--- config.mk ---
export PLATFORM = sky130hd
export DESIGN_NAME = rd_fifo_status_ctrl
export DESIGN_NICKNAME = d
export VERILOG_FILES = /design/src/rtl/rd_fifo_status_ctrl_pkg.sv /design/src/rtl/fifo_ctrl_watchdog.sv /design/src/rtl/rd_fifo_status_ctrl.sv
export SDC_FILE = /design/constraint.sdc
export NUM_CORES = 1
export LEC_CHECK = 0
export ABC_AREA = 1
export BUFFER_PORTS_ARGS = -buffer_cell sky130_fd_sc_hd__buf_2
export CAP_MARGIN = 10
export CORE_AREA = 2 2 103 105
export CTS_BUF_LIST = sky130_fd_sc_hd__clkbuf_16
export DETAILED_ROUTE_END_ITERATION = 8
export DIE_AREA = 0 0 105 107
export HOLD_SLACK_MARGIN = 0.15
export PLACE_DENSITY = 0.84
export SLEW_MARGIN = 20
export SYNTH_ARGS = -nofsm -noshare
export SYNTH_HDL_FRONTEND = slang
export SYNTH_SLANG_ARGS = --single-unit
--- constraint.sdc ---
create_clock -name clock -period 2.45 [get_ports clock]
set_input_delay 0.49 -clock clock [delete_from_list [all_inputs] [get_ports clock]]
set_output_delay 0.49 -clock clock [all_outputs]
set_load 0.05 [all_outputs]
--- src/rtl/rd_fifo_status_ctrl_pkg.sv ---
// State encoding, timeout default and burst sizing helper shared by the VDMA FIFO controllers.
package rd_fifo_status_ctrl_pkg;

  typedef enum logic [2:0] {
    ST_IDLE,
    ST_NEED_RD,
    ST_WAIT_DONE,
    ST_FSH,
    ST_FRAME_END,
    ST_TIME_ERR,
    ST_RESET_CHAIN
  } state_t;

  localparam logic [23:0] DEF_TIMEOUT_CYC = 24'hFFF000;

  function automatic int unsigned clip_len(input int unsigned remain, input int unsigned burst);
    return (remain < burst) ? remain : burst;
  endfunction

endpackage

--- src/rtl/fifo_ctrl_watchdog.sv ---
// Burst watchdog: counts cycles while a burst is outstanding and flags when LIMIT is exceeded.
// Only built when RD_FIFO_TIMEOUT_EN is defined; expired is a combinational compare of the count.
`ifdef RD_FIFO_TIMEOUT_EN
module fifo_ctrl_watchdog #(
  parameter logic [23:0] LIMIT = 24'hFFF000
) (
  input  logic clock,
  input  logic rst_n,
  input  logic clear,
  input  logic run,
  output logic expired
);

  logic [23:0] cyc_cnt;

  always_ff @(posedge clock) begin
    if (!rst_n || clear) begin
      cyc_cnt <= '0;
    end else if (run && !expired) begin
      cyc_cnt <= cyc_cnt + 24'd1;
    end
  end

  assign expired = (cyc_cnt > LIMIT);

endmodule
`endif

--- src/rtl/rd_fifo_status_ctrl.sv ---
// Read-FIFO status controller: requests AXI read bursts when they fit, tracks line/frame progress.
// burst_req follows room_ok by 1 cycle (count change by 2); RD_FIFO_TIMEOUT_EN adds a burst watchdog.
module rd_fifo_status_ctrl
  import rd_fifo_status_ctrl_pkg::*;
#(
  parameter int          FIFO_DEPTH  = 512,
  parameter int          CSIZE       = 10,
  parameter int          BURST_LEN   = 100,
  parameter int          LSIZE       = 9,
  parameter int          WSIZE       = 16,
  parameter logic [23:0] TIMEOUT_CYC = DEF_TIMEOUT_CYC
) (
  input  logic             clock,
  input  logic             rst_n,
  input  logic             enable,
  input  logic             f_rst_status,
  input  logic [WSIZE-1:0] hsize,
  input  logic [15:0]      vsize,
  input  logic [CSIZE-1:0] count,
  input  logic             fifo_empty,
  output logic             burst_req,
  output logic [LSIZE-1:0] req_len,
  input  logic             resp,
  input  logic             done,
  output logic             burst_done,
  output logic             line_done,
  output logic             frame_done,
  output logic             busy,
  output logic             rst_chain
);

  localparam logic [CSIZE:0] DEPTH_EXT = (CSIZE+1)'(FIFO_DEPTH);

  state_t           state, nstate;
  logic [WSIZE-1:0] remain, hsize_r;
  logic [15:0]      line_cnt, vsize_r;
  logic [LSIZE-1:0] next_len;
  logic [CSIZE:0]   count_ext, free_words;
  logic             room_ok, room_calc, line_end, frame_end, timeout;

  assign next_len   = LSIZE'(clip_len(32'(remain), BURST_LEN));
  assign count_ext  = {1'b0, count};
  assign free_words = (count_ext >= DEPTH_EXT) ? '0 : DEPTH_EXT - count_ext;
  assign room_calc  = (32'(free_words) >= 32'(next_len)) && (remain != '0);
  assign line_end   = (remain == WSIZE'(req_len));
  assign frame_end  = line_end && (({1'b0, line_cnt} + 17'd1) == {1'b0, vsize_r});

  always_ff @(posedge clock) begin
    if (!rst_n) state <= ST_IDLE;
    else        state <= nstate;
  end

  always_comb begin
    nstate = state;
    if (f_rst_status) begin
      nstate = ST_IDLE;
    end else begin
      case (state)
        ST_IDLE:
          if (enable && room_ok && (remain != '0) && (vsize_r != '0)) nstate = ST_NEED_RD;
        ST_NEED_RD:
          if (timeout)          nstate = ST_TIME_ERR;
          else if (resp && done) nstate = ST_FSH;
          else if (resp)         nstate = ST_WAIT_DONE;
        ST_WAIT_DONE:
          if (timeout)   nstate = ST_TIME_ERR;
          else if (done) nstate = ST_FSH;
        ST_FSH:         nstate = frame_end ? ST_FRAME_END : ST_IDLE;
        ST_FRAME_END:   nstate = ST_FRAME_END;
        ST_TIME_ERR:    nstate = ST_RESET_CHAIN;
        ST_RESET_CHAIN: if (fifo_empty) nstate = ST_IDLE;
        default:        nstate = ST_IDLE;
      endcase
    end
  end

  // room_ok is only evaluated while settled in IDLE so a stale remain never sizes a request
  always_ff @(posedge clock) begin
    if (!rst_n) begin
      remain     <= '0;
      hsize_r    <= '0;
      line_cnt   <= '0;
      vsize_r    <= '0;
      req_len    <= '0;
      room_ok    <= 1'b0;
      burst_req  <= 1'b0;
      burst_done <= 1'b0;
      line_done  <= 1'b0;
      frame_done <= 1'b0;
      busy       <= 1'b0;
    end else begin
      room_ok    <= !f_rst_status && (state == ST_IDLE) && room_calc;
      burst_req  <= (nstate == ST_NEED_RD);
      burst_done <= (nstate == ST_FSH);
      line_done  <= (nstate == ST_FSH) && line_end;
      frame_done <= (nstate == ST_FSH) && frame_end;
      busy       <= (nstate != ST_IDLE) && (nstate != ST_FRAME_END);
      if (f_rst_status) begin
        remain   <= hsize;
        hsize_r  <= hsize;
        line_cnt <= '0;
        vsize_r  <= vsize;
      end else begin
        case (state)
          ST_IDLE:
            if (nstate == ST_NEED_RD) req_len <= next_len;
          ST_FSH:
            if (line_end) begin
              remain   <= hsize_r;
              line_cnt <= line_cnt + 16'd1;
            end else begin
              remain <= remain - WSIZE'(req_len);
            end
          ST_RESET_CHAIN:
            if (fifo_empty) remain <= hsize_r;
          default: ;
        endcase
      end
    end
  end

`ifdef RD_FIFO_TIMEOUT_EN
  logic wd_run, wd_clear;

  assign wd_run   = (state == ST_NEED_RD) || (state == ST_WAIT_DONE);
  assign wd_clear = (state == ST_IDLE);

  fifo_ctrl_watchdog #(
    .LIMIT (TIMEOUT_CYC)
  ) u_watchdog (
    .clock   (clock),
    .rst_n   (rst_n),
    .clear   (wd_clear),
    .run     (wd_run),
    .expired (timeout)
  );

  always_ff @(posedge clock) begin
    if (!rst_n) rst_chain <= 1'b0;
    else        rst_chain <= (nstate == ST_TIME_ERR);
  end
`else
  logic unused_timeout_cfg;

  assign unused_timeout_cfg = ^TIMEOUT_CYC;
  assign timeout            = 1'b0;
  assign rst_chain          = 1'b0;
`endif

endmodule

==> results of run 1 <==
[critical path: cells and delay by family]
family	cells	cell delay, ps
adders and majority gates	1	270
and+or+nand+nor	10	1110
buffers and inverters	2	230
AOI/OAI and AO/OA	4	620
[registers in the layout, summed over array words and instances (netlist names), 3 cells and up]
signal    flops
state         3
req_len       9
remain       16
vsize_r      16
hsize_r      16
line_cnt     16
[power by group through the flow]
stage	Combinational [W]	Sequential (W)	Clock [W]
after floorplan	0.000472	0.00146	0
after global placement	0.000660	0.00146	0
after detailed placement	0.000672	0.00146	0
after CTS	0.000684	0.00143	0.00143
after global routing	0.000777	0.00144	0.00148
final	0.000696	0.00143	0.00142
[metal layers]
metal	wire length (um)	vias up	part of all wire	global-route usage
met5	0	-	0	0
met4	370	0	0.027	0.106
met3	732	42	0.053	0.0450
met2	6830	156	0.49	0.440
met1	5930	2463	0.43	0.299
li1	-	2799	-	-
[metrics by stage]
stage	utilization	TNS (ps)	total power [W]	instances
after floorplan	-	-147	0.00193	801
after global placement	0.571	-458	0.00212	1002
after detailed placement	0.571	-536	0.00213	1002
after CTS	0.604	-20.8	0.00354	1018
after global routing	0.605	-235	0.00370	1018
final	0.605	-43.9	0.00354	1018
[area by class of cell]
class                      instances  share of cell area
inverter                         116              0.0713
tap                              136              0.0279
clock inverter                     6              0.0133
sequential                        82               0.269
timing repair buffer              91              0.0865
clock buffer                       9              0.0369
multi-input combinational        578               0.495
[cells in the mapped netlist (2+ instances only)]
cell        n  area (um2)
nand2_1   166         623
inv_1     110         413
dfxtp_1    82        1640
a21oi_1    81         405
nor2_1     68         255
o21ai_0    67         335
nand3_1    59         295
ha_1       20         250
nor3_1     18        90.1
nand4_1    15        93.8
a31oi_1    13        81.3
o211ai_1   13        97.6
clkbuf_1   12        45.0
nor2_2      7        43.8
buf_2       6        30.0
xor2_1      6        52.6
o21ai_1     5        25.0
inv_2       4        15.0
or2_2       4        25.0
buf_1       3        11.3
buf_6       3        33.8
nand3_2     3        30.0
xnor2_1     3        26.3
buf_4       2        15.0
clkinv_1    2        7.51
conb_1      2        7.51
nand2_2     2        12.5
nand2_4     2        22.5
nand3b_1    2        15.0
nor2_4      2        22.5
o21bai_1    2        15.0
o22ai_1     2        12.5
[cell usage in the layout (no fill, tap or decap), drive strengths merged, types with 15 or more instances in the layout]
cell type  Yosys  layout
o21ai         72      72
nand4         15      15
nand3         62      62
a21oi         81      81
inv          114     116
nor2          77      77
nor3          19      19
buf           14      91
nand2        170     170
ha            20      20
dfxtp         82      82
[cell families (layout without fill, tap and decap cells)]
kind of cell | after synthesis | count (layout) | share of synthesized area
AOI/OAI and AO/OA | 187 | 188 | 0.193
xor gates and xnor gates | 9 | 9 | 0.0152
adders and majority gates | 21 | 21 | 0.0520
buffers and inverters | 142 | 222 | 0.110
DFF | 82 | 82 | 0.316
other | 2 | 3 | 0.00145
and+or+nand+nor | 357 | 357 | 0.312
[worst min path at each step]
stage	slack, ps	to	cells past startpoint
after floorplan	420	hsize_r[10]	2
after global placement	430	hsize_r[6]	2
after detailed placement	440	hsize_r[7]	2
after CTS	390	hsize_r[14]	3
after global routing	400	hsize_r[14]	3
final	390	hsize_r[14]	3
[timing repair]
action,4_1_cts,5_1_grt
pin swaps,4,1
gates resized for setup,4,3
setup endpoints to repair,1,1
gates cloned,1,0
==> results.cfg, run 1 <==
[outcome]
outcome = finished, violations left
violations = negative setup slack

[timing]
timing.final.hold_violations = 0
fmax_mhz = 401
slew_violations = 0
rsz0062_at_grt = yes
whs_ps = 389
period_minus_slack_ps = 2490
maxSlewHeadroom = 0.611
min_period_over_period = 1.02
setup_viol = 1
tightest_slew_ps = 578
fin_skew_ps = 12.7
layout_setup_ws_ps = -43.9

[finish]
final_area_um2 = 6110
final_nets = 948
layout-drive-gt1-share = 0.155
seq_area_um2 = 1640
n_fill_cell = 960
multiInputGateArea_um2 = 3020
num_antenna_cells = 0
area_growth_pct = 17.5

[clock_tree]
clkTransAtPathRegs_ps = 60
cts_tree = yes
numCtsBuffers = 9
clock_sinks = 82
ctsHoldBuffers = 0
clock_latency_ps = 340
postCtsSetupRepairBufs = 0
clockRootBuffer = clkbuf_16
cts.path.max_buffers = 2
cts_htree_levels = 3

[min_path]
hp-class = primary input to flop
hp-start = hsize[14]

[synth]
synth.avg_cell_area_um2 = 6.49
synthArstFlopShare = 0
synthCells = 800
synth_ff_type = dfxtp_1
synth_edf_count = 0
yosysWarnings = 0
ys_seq_elements = 82
synth-seq-area-share = 0.316
syn_area_um2 = 5190
synth_cell_types = 46

[run]
cap_violations = 0

[critical_path]
crit_arrival_ps = 2730
start_kind = primary input
cp-end-kind = flop
rr_startpoint = remain[14]
crit_path_start = count[0]
setup.worst_path.class = primary input to flop
cpPeakStageDelay_ps = 280
critical_path.max_fanout = 5
cp.required_ps = 2690
r2r-end = room_ok
r2r_setup_slack_ps = 70
cp-endpoint = room_ok
cpMostUsedCell = nand2_1
cp_slowest_cell = nor4_4
ff2ff_path_depth = 15
crit_chain = buf_2 -> buf_4 -> nor4_4 -> nand3_2 -> nor2_4 -> nand3_2 -> o21a_2 -> nor3_1 -> ha_1 -> nand2_1 -> nor2_1 -> a211oi_1 -> o211ai_1 -> nand2_1 -> nand3_1 -> nand2_1 -> a21oi_1

[route]
wirelength_mm = 13.9
drt_iter0_drc = 325
ant_nets = 0
dr.pass1.iters = 5
routedWlPerCell_um = 13.6
remaining_drc_errors = 0
num_vias = 5460
viasPerCell = 5.36

[global_route]
antenna_found_initial = 0
grt_pass1_wl_mm = 22.8
grt_max_degree = 49
grt-ovfl-total = 0
grt_pass1_vias = 5052
gr-usage-all-layers = 0.250

[floorplanning]
io_pins = 64
fp.dieArea_um2 = 11200
rows = 37
die_w_um = 105
core_um2 = 10100
start_util = 0.515
die_h_um = 107

[power_and_ir_drop]
p_seq_frac = 0.404
p_leak_nw = 2.84
p_switching_w = 0.00100
p_int_w = 0.00254
swShare = 0.283
combPwrFrac = 0.196
p_clk_frac = 0.400
p_per_area_nw_per_um2 = 580
ir_drop_uv = 434

[placement]
numPortBuffers = 62
place_congestion = 0.947
pre_cts_ws_ps = -536
hpwl_mm = 10.1
post_dp_cell_area_um2 = 5760
(Power assumes the default switching activity.)
==> inputs of run 2 (changes only) <==
Settings changed: PLACE_DENSITY 0.84 to 0.82.
==> run 2 against run 1 <==
Compared with the run above:
- the run still ends with negative setup slack left
- cell area up 0.25%
- critical endpoint unchanged
- setup slack better by 20 ps
- sequential cell count unchanged
- sequential power about the same
- hold slack worse by 3.7 ps
- global-route usage about the same
- non-clock buffer count up 1
- total power up 1.8%
- core utilization up 0.15 points
- cell count up 0.20%
==> results.cfg, run 2 (synthesis results as in run 1) <==
[route]
viasPerCell = 5.39
num_vias = 5493
drt_iter0_drc = 307
ant_nets = 0
remaining_drc_errors = 0
dr.pass1.iters = 5
routedWlPerCell_um = 13.4
wirelength_mm = 13.7

[power_and_ir_drop]
p_seq_frac = 0.396
p_leak_nw = 2.84
p_int_w = 0.00255
p_clk_frac = 0.412
combPwrFrac = 0.192
p_per_area_nw_per_um2 = 590
p_switching_w = 0.00106
swShare = 0.293
ir_drop_uv = 568

[floorplanning]
die_w_um = 105
rows = 37
start_util = 0.515
fp.dieArea_um2 = 11200
io_pins = 64
core_um2 = 10100
die_h_um = 107

[timing]
timing.final.hold_violations = 0
setup_tns_ps = -23.6
slew_violations = 0
tightest_slew_ps = 541
fmax_mhz = 404
rsz0062_at_grt = yes
layout_setup_ws_ps = -23.6
min_period_over_period = 1.01
fin_skew_ps = 6.29
maxSlewHeadroom = 0.636
period_minus_slack_ps = 2470
setup_viol = 1

[clock_tree]
clock_sinks = 82
cts_tree = yes
clockRootBuffer = clkbuf_16
clock_latency_ps = 340
clkTransAtPathRegs_ps = 70
ctsHoldBuffers = 0
numCtsBuffers = 9
cts_htree_levels = 3
cts.path.max_buffers = 2

[finish]
fin_util = 0.606
area_growth_pct = 17.8
layout-drive-gt1-share = 0.156
final_common_cell = nand2_1
final_nets = 949
num_antenna_cells = 0
mostFrequentLayoutCells = nand2_1 (165), inv_1 (111), dfxtp_1 (82)

[critical_path]
r2r_setup_slack_ps = 20
setup.worst_path.class = primary input to flop
cp-end-kind = flop
start_kind = primary input
cp.required_ps = 2730
crit_arrival_ps = 2750
critical_path.max_fanout = 4

[global_route]
grt-ovfl-total = 0
grt_pass1_vias = 5146
antenna_found_initial = 0
gr-usage-all-layers = 0.250
grt_pass1_wl_mm = 23.0
grt_max_degree = 49

[run]
cap_violations = 0

[outcome]
violations = negative setup slack
outcome = finished, violations left

[placement]
numPortBuffers = 62
hpwl_mm = 9.94
place_congestion = 0.931

[min_path]
hp-class = primary input to flop
[run 2: path summary, 6_finish.rpt]
kind,to,start,depth (start not counted)
min,hsize_r[15],hsize[15],3
max reg2reg,room_ok,remain[13],16
max,room_ok,count[1],14
min reg2reg,hsize_r[10],hsize_r[10],2
[run 2: what timing repair did]
action                     4_1_cts  5_1_grt
resized for setup                4        2
setup endpoints to repair        1        1
gates cloned                     1        0
buffers inserted                 0        0
pin swaps                        1        0
[run 2: cell type report]
type / instances / area, um2
Tap cell: 136 / 170
Multi-Input combinational cell: 578 / 3020
Clock buffer: 9 / 225
Fill cell: 970 / 3970
Clock inverter: 7 / 92.6
Timing Repair Buffer: 92 / 536
Sequential cell: 82 / 1640
Inverter: 116 / 435
[run 2: per-layer routing]
| metal | vias to the layer above | track usage | share of wire | routed length, um |
|---|---|---|---|---|
| met5 | - | 0 | 0 | 0 |
| met1 | 2502 | 0.304 | 0.43 | 5910 |
| met3 | 31 | 0.0456 | 0.049 | 673 |
| met4 | 0 | 0.0933 | 0.024 | 323 |
| met2 | 150 | 0.439 | 0.50 | 6780 |
| li1 | 2810 | - | - | - |
[run 2: through the flow]
step	hold WS, ps	area, um2	power [W]	worst slack (ps)	cells
final	385	6120	0.00361	-23.6	1020
after global routing	403	6120	0.00376	-215	1020
after global placement	436	5770	0.00212	-427	1003
after CTS	383	6110	0.00360	12.2	1020
after floorplan	419	5200	0.00193	-147	801
after detailed placement	442	5770	0.00213	-513	1003
[run 2: worst max-delay path, stage by stage]
cell and delay, ps:
buf_2 100, buf_4 130, nor4_4 240, nand3_2 130, nor2_2 120, nand3_1 120
o21a_1 260, or2_1 220, ha_1 280, nand2_1 50, or3_1 330, nand3_1 100
nand2_1 50, a21oi_1 130
[run 2: power by group through the flow]
stage | registers, W | clock network (W) | logic (W)
2_1_floorplan | 0.00146 | 0 | 0.000472
3_3_place_gp | 0.00146 | 0 | 0.000659
3_5_place_dp | 0.00146 | 0 | 0.000670
4_1_cts | 0.00143 | 0.00149 | 0.000683
5_1_grt | 0.00144 | 0.00154 | 0.000783
6_report | 0.00143 | 0.00149 | 0.000693
